### src/rtl/cnn_pkg.sv
// Shared definitions for the CNN frame sequencer: FSM state encoding,
// per-stage capture rows and the widths of the position/frame outputs.
// No ports; imported by the interface, the position counter and the top.
package cnn_pkg;

  typedef enum logic [1:0] {
    ST_IDLE  = 2'd0,
    ST_RUN   = 2'd1,
    ST_DRAIN = 2'd2
  } seq_state_t;

  localparam int ROW_W      = 5;
  localparam int COL_W      = 5;
  localparam int FCNT_W     = 8;
  localparam int NSTAGE_MAX = 7;

  // Row at which each layer stage captures; the strobe fires at column 0.
  localparam int STAGE_ROW [NSTAGE_MAX] = '{0, 4, 8, 12, 16, 20, 24};

endpackage

### src/rtl/cnn_frame_sequencer_if.sv
// Control/status bundle between the frame sequencer and its user.
// Ports: start/cont/stall towards the sequencer; busy, done, row, col,
// stage_en, softmax_load and frame_cnt back from it.
interface cnn_frame_sequencer_if
  import cnn_pkg::*;
#(
  parameter int NSTAGE = NSTAGE_MAX
) ();

  logic              start;
  logic              cont;
  logic              stall;
  logic              busy;
  logic              done;
  logic [ROW_W-1:0]  row;
  logic [COL_W-1:0]  col;
  logic [NSTAGE-1:0] stage_en;
  logic              softmax_load;
  logic [FCNT_W-1:0] frame_cnt;

  // master: the controlling side (pipeline wrapper / testbench)
  modport master (
    output start, cont, stall,
    input  busy, done, row, col, stage_en, softmax_load, frame_cnt
  );

  // slave: the sequencer itself
  modport slave (
    input  start, cont, stall,
    output busy, done, row, col, stage_en, softmax_load, frame_cnt
  );

endinterface

### src/rtl/cnn_pos_counter.sv
// 2-D position counter: col runs 0..COLS-1, then wraps and bumps row
// (row wraps after ROWS-1). Ports: clk, rst, en (advance one position),
// clr (return to 0,0), row/col (registered position), last (at final position).
module cnn_pos_counter
  import cnn_pkg::*;
#(
  parameter int COLS = 26,
  parameter int ROWS = 30
) (
  input  logic             clk,
  input  logic             rst,
  input  logic             en,
  input  logic             clr,
  output logic [ROW_W-1:0] row,
  output logic [COL_W-1:0] col,
  output logic             last
);

  logic col_end;
  logic row_end;

  assign col_end = (col == COL_W'(COLS - 1));
  assign row_end = (row == ROW_W'(ROWS - 1));
  assign last    = col_end && row_end;

  always_ff @(posedge clk) begin
    if (rst || clr) begin
      row <= '0;
      col <= '0;
    end else if (en) begin
      if (col_end) begin
        col <= '0;
        row <= row_end ? '0 : row + ROW_W'(1);
      end else begin
        col <= col + COL_W'(1);
      end
    end
  end

endmodule

### src/rtl/cnn_frame_sequencer.sv
// Frame-timing controller: walks a ROWS x COLS grid and issues one-cycle
// stage capture strobes and the softmax load strobe at fixed grid points.
// Ports: clk, rst (sync, active-high), bus (slave side of cnn_frame_sequencer_if).
module cnn_frame_sequencer
  import cnn_pkg::*;
#(
  parameter int COLS      = 26,
  parameter int ROWS      = 30,
  parameter int NSTAGE    = 7,
  parameter int SM_ROW    = 1,
  parameter int SM_COL    = 9,
  parameter int DRAIN_CYC = 4
) (
  input  logic                  clk,
  input  logic                  rst,
  cnn_frame_sequencer_if.slave  bus
);

  localparam int DCNT_W = (DRAIN_CYC > 1) ? $clog2(DRAIN_CYC) : 1;

  seq_state_t        state;
  seq_state_t        state_nxt;
  logic [DCNT_W-1:0] drain_cnt;
  logic [DCNT_W-1:0] drain_cnt_nxt;
  logic [FCNT_W-1:0] frame_cnt_q;

  logic [ROW_W-1:0]  row_q;
  logic [COL_W-1:0]  col_q;
  logic              pos_last;
  logic              pos_en;
  logic              pos_clr;

  logic              adv;
  logic              frame_end;
  logic              drain_last;
  logic              done_c;
  logic [NSTAGE-1:0] stage_hit;

  // A stalled cycle neither moves the position nor strobes, so every grid
  // point strobes exactly once per frame however long the stall lasts.
  assign adv        = (state == ST_RUN) && !bus.stall;
  assign frame_end  = adv && pos_last;
  assign drain_last = (state == ST_DRAIN) && (drain_cnt == DCNT_W'(DRAIN_CYC - 1));

  cnn_pos_counter #(
    .COLS (COLS),
    .ROWS (ROWS)
  ) u_pos (
    .clk  (clk),
    .rst  (rst),
    .en   (pos_en),
    .clr  (pos_clr),
    .row  (row_q),
    .col  (col_q),
    .last (pos_last)
  );

  always_ff @(posedge clk) begin
    if (rst) begin
      state       <= ST_IDLE;
      drain_cnt   <= '0;
      frame_cnt_q <= '0;
    end else begin
      state     <= state_nxt;
      drain_cnt <= drain_cnt_nxt;
      if (frame_end) begin
        frame_cnt_q <= frame_cnt_q + FCNT_W'(1);
      end
    end
  end

  always_comb begin
    state_nxt     = state;
    drain_cnt_nxt = drain_cnt;
    pos_en        = 1'b0;
    pos_clr       = 1'b0;
    done_c        = 1'b0;
    case (state)
      ST_IDLE: begin
        if (bus.start) begin
          state_nxt = ST_RUN;
          pos_clr   = 1'b1;
        end
      end
      ST_RUN: begin
        if (adv) begin
          if (pos_last) begin
            if (bus.cont) begin
              // Back-to-back frame: the counter wraps itself to (0,0).
              pos_en = 1'b1;
              done_c = 1'b1;
            end else begin
              // Position is left parked on the last point during drain.
              state_nxt     = ST_DRAIN;
              drain_cnt_nxt = '0;
            end
          end else begin
            pos_en = 1'b1;
          end
        end
      end
      ST_DRAIN: begin
        // Drain runs a fixed length regardless of stall.
        if (drain_last) begin
          done_c        = 1'b1;
          state_nxt     = ST_IDLE;
          drain_cnt_nxt = '0;
          pos_clr       = 1'b1;
        end else begin
          drain_cnt_nxt = drain_cnt + DCNT_W'(1);
        end
      end
      default: begin
        state_nxt = ST_IDLE;
        pos_clr   = 1'b1;
      end
    endcase
  end

  for (genvar k = 0; k < NSTAGE; k++) begin : g_stage
    assign stage_hit[k] = adv && (row_q == ROW_W'(STAGE_ROW[k])) && (col_q == '0);
  end

  assign bus.busy         = (state != ST_IDLE);
  assign bus.done         = done_c;
  assign bus.row          = row_q;
  assign bus.col          = col_q;
  assign bus.stage_en     = stage_hit;
  assign bus.softmax_load = adv && (row_q == ROW_W'(SM_ROW)) && (col_q == COL_W'(SM_COL));
  assign bus.frame_cnt    = frame_cnt_q;

endmodule
### src/flat_wrapper.sv
// flat-port wrapper written by rule: the top's interface ports become plain ports
module cnn_frame_sequencer_flat import cnn_pkg::*;
#(
  parameter int COLS      = 26,
  parameter int ROWS      = 30,
  parameter int NSTAGE    = 7,
  parameter int SM_ROW    = 1,
  parameter int SM_COL    = 9,
  parameter int DRAIN_CYC = 4
)
  (clk, rst, bus_start, bus_cont, bus_stall, bus_busy, bus_done, bus_row, bus_col, bus_stage_en, bus_softmax_load, bus_frame_cnt);
  cnn_frame_sequencer_if #(.NSTAGE(NSTAGE)) bus_i ();
  input  logic clk;
  input  logic rst;
  input wire logic [$bits(bus_i.start)-1:0] bus_start;
  input wire logic [$bits(bus_i.cont)-1:0] bus_cont;
  input wire logic [$bits(bus_i.stall)-1:0] bus_stall;
  output wire logic [$bits(bus_i.busy)-1:0] bus_busy;
  output wire logic [$bits(bus_i.done)-1:0] bus_done;
  output wire logic [$bits(bus_i.row)-1:0] bus_row;
  output wire logic [$bits(bus_i.col)-1:0] bus_col;
  output wire logic [$bits(bus_i.stage_en)-1:0] bus_stage_en;
  output wire logic [$bits(bus_i.softmax_load)-1:0] bus_softmax_load;
  output wire logic [$bits(bus_i.frame_cnt)-1:0] bus_frame_cnt;
  assign bus_i.start = bus_start;
  assign bus_i.cont = bus_cont;
  assign bus_i.stall = bus_stall;
  assign bus_busy = bus_i.busy;
  assign bus_done = bus_i.done;
  assign bus_row = bus_i.row;
  assign bus_col = bus_i.col;
  assign bus_stage_en = bus_i.stage_en;
  assign bus_softmax_load = bus_i.softmax_load;
  assign bus_frame_cnt = bus_i.frame_cnt;
  cnn_frame_sequencer #(.COLS(COLS), .ROWS(ROWS), .NSTAGE(NSTAGE), .SM_ROW(SM_ROW), .SM_COL(SM_COL), .DRAIN_CYC(DRAIN_CYC)) u_core (.clk(clk), .rst(rst), .bus(bus_i));
endmodule
### config.mk
export PLATFORM = sky130hd
export DESIGN_NAME = cnn_frame_sequencer_flat
export DESIGN_NICKNAME = d
export VERILOG_FILES = /design/src/rtl/cnn_pkg.sv /design/src/rtl/cnn_frame_sequencer_if.sv /design/src/rtl/cnn_pos_counter.sv /design/src/rtl/cnn_frame_sequencer.sv /design/src/flat_wrapper.sv
export SDC_FILE = /design/constraint.sdc
export NUM_CORES = 1
export LEC_CHECK = 0
export CAP_MARGIN = 20
export CORE_AREA = 2 2 64 66
export DETAILED_ROUTE_END_ITERATION = 6
export DIE_AREA = 0 0 66 68
export SYNTH_ARGS = -nofsm -noshare
export SYNTH_HDL_FRONTEND = slang
export SYNTH_SLANG_ARGS = --single-unit
### constraint.sdc
create_clock -name clk -period 2.5 [get_ports clk]
set_clock_uncertainty 0.2 [all_clocks]
set_input_delay 0.625 -clock clk [delete_from_list [all_inputs] [get_ports clk]]
set_output_delay 0.625 -clock clk [all_outputs]
set_load 0.05 [all_outputs]
======== Yosys cells after proc, flatten, opt, wreduce, memory -nomap -nowiden ========
Cells that the tools add are included.
storage, ports and cells
  output and inout port bits .............. 28
  word-level logic and storage cells ...... 80
  register bits ........................... 22
  input bits .............................. 5
cells by class
  reductions and logical operators ........ 30
  eq/ne operators ......................... 18
  muxes and demuxes ....................... 23
  add/subtract/negate cells ............... 4
operators with widths
  kind                   number
  $eq A5 B5 Y1 const B   5
  $logic_and A1 B1 Y1    20
  $mux W2                9
  $eq A5 B4 Y1 const B   3
  $add A5 B1 Y5 const B  2
  $logic_not A5 Y1       2
  $mux W5                2
  $add A8 B1 Y8 const B  1
  $mux W1                8
  $ne A2 B1 Y1 const B   3
  $pmux W2 S3            1
  $eq A5 B1 Y1 const B   1
  $eq A5 B3 Y1 const B   1
  $reduce_and A5 Y1      1
  $eq A2 B2 Y1 const B   2
  $ne A2 B2 Y1 const B   2
  $pmux W2 S2            1
  $reduce_and A4 Y1      1
  $reduce_bool A2 Y1     2
  $pmux W1 S3            1
  $add A2 B1 Y2 const B  1
  $eq A2 B1 Y1 const B   1
  $logic_not A2 Y1       1
  $pmux W1 S2            1
  other kinds (3)        3

======== Depth between registers and ports, before layout ========
Gate-level depths: netlist of the first run.
  word-level depth ........................ 6
  depth in mapped cells ................... 8
  depth with buffers taken out ............ 6

======== Modules after synthesis ========
Synthesis of the first run repeated with hierarchy kept, for this count alone.
unflattened totals
  cells, all modules ...................... 155
  area, all modules ....................... 1353.8 µm²
by module, submodules not included
  module               instances  cells each  sequential area each (µm²)  area an instance (µm²)
  cnn_frame_sequencer  1          97          240.2                       827.0
  cnn_pos_counter      1          58          200.2                       526.8

======== Worst setup path after synthesis of the first run ========
No wires, ideal clock.
  path kind ............................... reg2out
  start ................................... register u_core.u_pos.col[0]
  end ..................................... output port bus_softmax_load
  buffers on the path ..................... 0
  path slack .............................. -1.191 ns
  data arrival time ....................... 2.866 ns
  cell stages (with the launch flop) ...... 4
  required time ........................... 1.675 ns
  cells stage by stage .................... dfxtp_1 -> ha_1 -> nand3b_4 -> nor4b_1
on the way
  longest elaborated chain between the ends .. 2
RTL lines
  element                   RTL line                    text
  start: declaration        cnn_pos_counter.sv:15       output logic [COL_W-1:0] col,
  start signal: assignment  cnn_pos_counter.sv:35       col <= col + COL_W'(1);
  $eq A5 B4 Y1              cnn_frame_sequencer.sv:129  assign bus.softmax_load = adv && (row_q == ROW_W'(SM_ROW)) && (col_q == COL_W'(SM_COL));
  $logic_and A1 B1 Y1       cnn_frame_sequencer.sv:129
  end: declaration          flat_wrapper.sv:23          output wire logic [$bits(bus_i.softmax_load)-1:0] bus_softmax_load;
Every way passes these cells.

======== Final worst setup path of the first run ========
  start ................................... register u_core.u_pos.col[0]
  end ..................................... output port bus_stage_en[3]
on the way
  longest elaborated chain between the ends .. 2
RTL lines
  element              RTL line                    text
  $logic_not A5 Y1     cnn_frame_sequencer.sv:121  assign stage_hit[k] = adv && (row_q == ROW_W'(STAGE_ROW[k])) && (col_q == '0);
  $logic_and A1 B1 Y1  cnn_frame_sequencer.sv:121
  end: declaration     flat_wrapper.sv:22          output wire logic [$bits(bus_i.stage_en)-1:0] bus_stage_en;
Every way passes these cells.

==> out/results.ini, run 1 <==
[cells_and_area]
drive_above_1_share_pct = 37.4
final_cells = 269
area_growth_pct = 58.5
fin_nets = 238
diodes = 0

[floorplan]
fp-row-count = 23
die_w_um = 66
die-area_mm2 = 0.00449
core-area_mm2 = 0.00386
chipHeight_um = 68
start_util_pct = 37.6
pin_count = 33

[power_and_ir_drop]
power.share.clock_pct = 23.4
swShare_pct = 32.9
p_leak_uw = 0.000944
intPower_uw = 653
switchingPower_uw = 320
vdd_drop_max_mv = 0.363
power_density_mw_per_mm2 = 424
seq_power_share_pct = 38.5
pwr-share-comb_pct = 38.1

[clocking]
ctsLongestPathBuffers = 2
clock-sinks = 22
cts_tree = done
clk_pin_slew_ps = 80
root_buffer = clkbuf_8
clkLatencyLatePin_ps = 260
cts_buffers = 3
htree_num_levels = 1
hold_buffers = 0

[synthesis]
synth_top_area_share_pct = 30.4
ys_async_sr_fraction_pct = 0
synth_area_mm2 = 0.00145
synth-edff-count = 0
synth_nets = 184
synthMostInstantiatedCell = nor2_1
yosysWarnings = 0
synthTopCellsByArea = dfxtp_1 (30%), ha_1 (11%), nor2_1 (6.2%)
yosysSeqAreaShare_pct = 30.4
synth_area_leader_cell = dfxtp_1
synth_common_cells = nor2_1 (24), dfxtp_1 (22), ha_1 (13), nand3_1 (12), inv_1 (11)
synth_ff_type = dfxtp_1
netlist_instances = 166
syn_area_per_cell_um2 = 8.73
synthDistinctLibCells = 42
synth-seq-cells = 22

[global_routing]
grt_max_degree = 16
antenna_found_initial = 0
grt_pass1_vias = 1335
grt.total_usage_pct = 17.5
grt_pass1_wl_um = 6180
overflow = 0

[timing]
holdWs_ps = 322
drv_slew = 0
finalSetupTns_ps = 0
grt_setup_unrepaired = true
worst_pin_slew_ps = 516
setup_viol = 0
slew_headroom_pct = 65.5
fin_crit_ps = 2480
fin_crit_sh_pct = 99.0
fmax_mhz = 404
hold_viol = 0

[drt]
vias = 1370
drt_iter0_drc = 55
wl_per_cell_um = 13.8
drc_errors = 0
wl_um = 3710
routed_via_density = 5.09
first_pass_iters = 4
final_antenna_net_count = 0

[status]
status = completed

[setup_path]
worstPathRequired_ps = 1670
arrival_ps = 1650
cp-start-kind = flop
path_class = reg -> out
crit_path_end_kind = primary output
cp_max_fo = 4

[hold_path]
min_path_type = reg -> reg

[placement]
placed_cells = 255
gp_congestion = 0.799
port-buffer-count = 32
post-dp-hpwl_um = 2760

[run]
maxCapViolCount = 0

==> power groups by stage <==
stage               combinational [uW]  clock (uW)  sequential (uW)
global placement                   298           0              378
detailed placement                 301           0              379
finish                             371         228              374
floorplan                          194           0              385
CTS                                315         238              370
global route                       403         254              377
==> final timing paths <==
check | depth (start not counted) | slack [ps] | endpoint | startpoint
max | 7 | 20 | bus_stage_en[3] | u_core.u_pos.col[0]$_SDFFE_PP0P_
min | 2 | 320 | u_core.state[0]$_SDFFE_PP0P_ | u_core.state[0]$_SDFFE_PP0P_
max reg2reg | 8 | 320 | u_core.bus.frame_cnt[6]$_SDFFE_PP0P_ | u_core.u_pos.col[1]$_SDFFE_PP0P_
min reg2reg | 2 | 320 | u_core.state[0]$_SDFFE_PP0P_ | u_core.state[0]$_SDFFE_PP0P_
==> metrics by stage <==
step,setup slack (ps),cell area [um^2],power [uW],util (%)
global route,-72.8,2300,1030,59.5
detailed placement,-306,2100,679,54.5
global placement,-274,2100,676,54.5
floorplan,-23.4,1570,579,-
finish,24.9,2300,973,59.5
CTS,-8.84,2200,923,56.9
==> worst max-delay path, cell delays in order, from the launching register on <==
cell	delay, ps
dfxtp_4	370
inv_4	60
ha_4	120
nor4b_4	240
nand2_1	100
nor2_2	130
and4_4	240
buf_12	130
==> final cells by class <==
type / count / area, um^2
clock buffer: 4 / 45.0
fill: 348 / 1560
inverter: 11 / 48.8
multi-input combinational: 126 / 1080
sequential: 22 / 469
tap: 50 / 62.6
timing repair buffer: 56 / 587
==> repair_timing <==
action	4_1_cts	5_1_grt
setup endpoints to repair	9	8
buffers inserted	2	8
resized for setup	11	15
pin swaps	1	5
==> placed cells by master (no fill, tap or decap), types with 4 or more instances in the layout <==
master / n
inv_1: 8
dfxtp_2: 5
buf_4: 24
ha_1: 9
mux2i_1: 4
dfxtp_1: 11
buf_12: 9
nand2_1: 8
nor4_2: 4
nand2b_1: 7
dfxtp_4: 6
clkdlybuf4s50_1: 21
nand4_1: 5
a21oi_1: 5
xnor2_1: 5
nor2_1: 18
nand3_1: 12
==> registers in the layout, summed over array words and instances, names as in the netlist <==
register	count
u_core.u_pos.row	5
u_core.state	2
u_core.bus.frame_cnt	8
u_core.drain_cnt	2
u_core.u_pos.col	5
==> per-layer routing <==
layer | GRT usage (%) | part of all wire [%] | up-vias
met1 | 21.3 | 43 | 647
met5 | 0 | 0 | -
met2 | 33.0 | 52 | 34
met3 | 2.47 | 3.9 | 4
li1 | - | - | 685
met4 | 3.83 | 1.0 | 0
==> logic make-up after synthesis <==
logic type	after synthesis	share of synthesized area, %
simple gates	81	33.1
flops	22	30.4
buf+inv	18	5.09
compound gates	17	10.3
fa+ha+maj	13	11.2
xor+xnor	8	4.84
mux	7	5.09
No activity file was read; power rests on OpenSTA's default activity.
==> run 2, diff against run 1 <==
CAP_MARGIN = 25   (was 20)
==> results of run 2 <==
No change in the layout: final DEF, timing and power equal those of run 1.
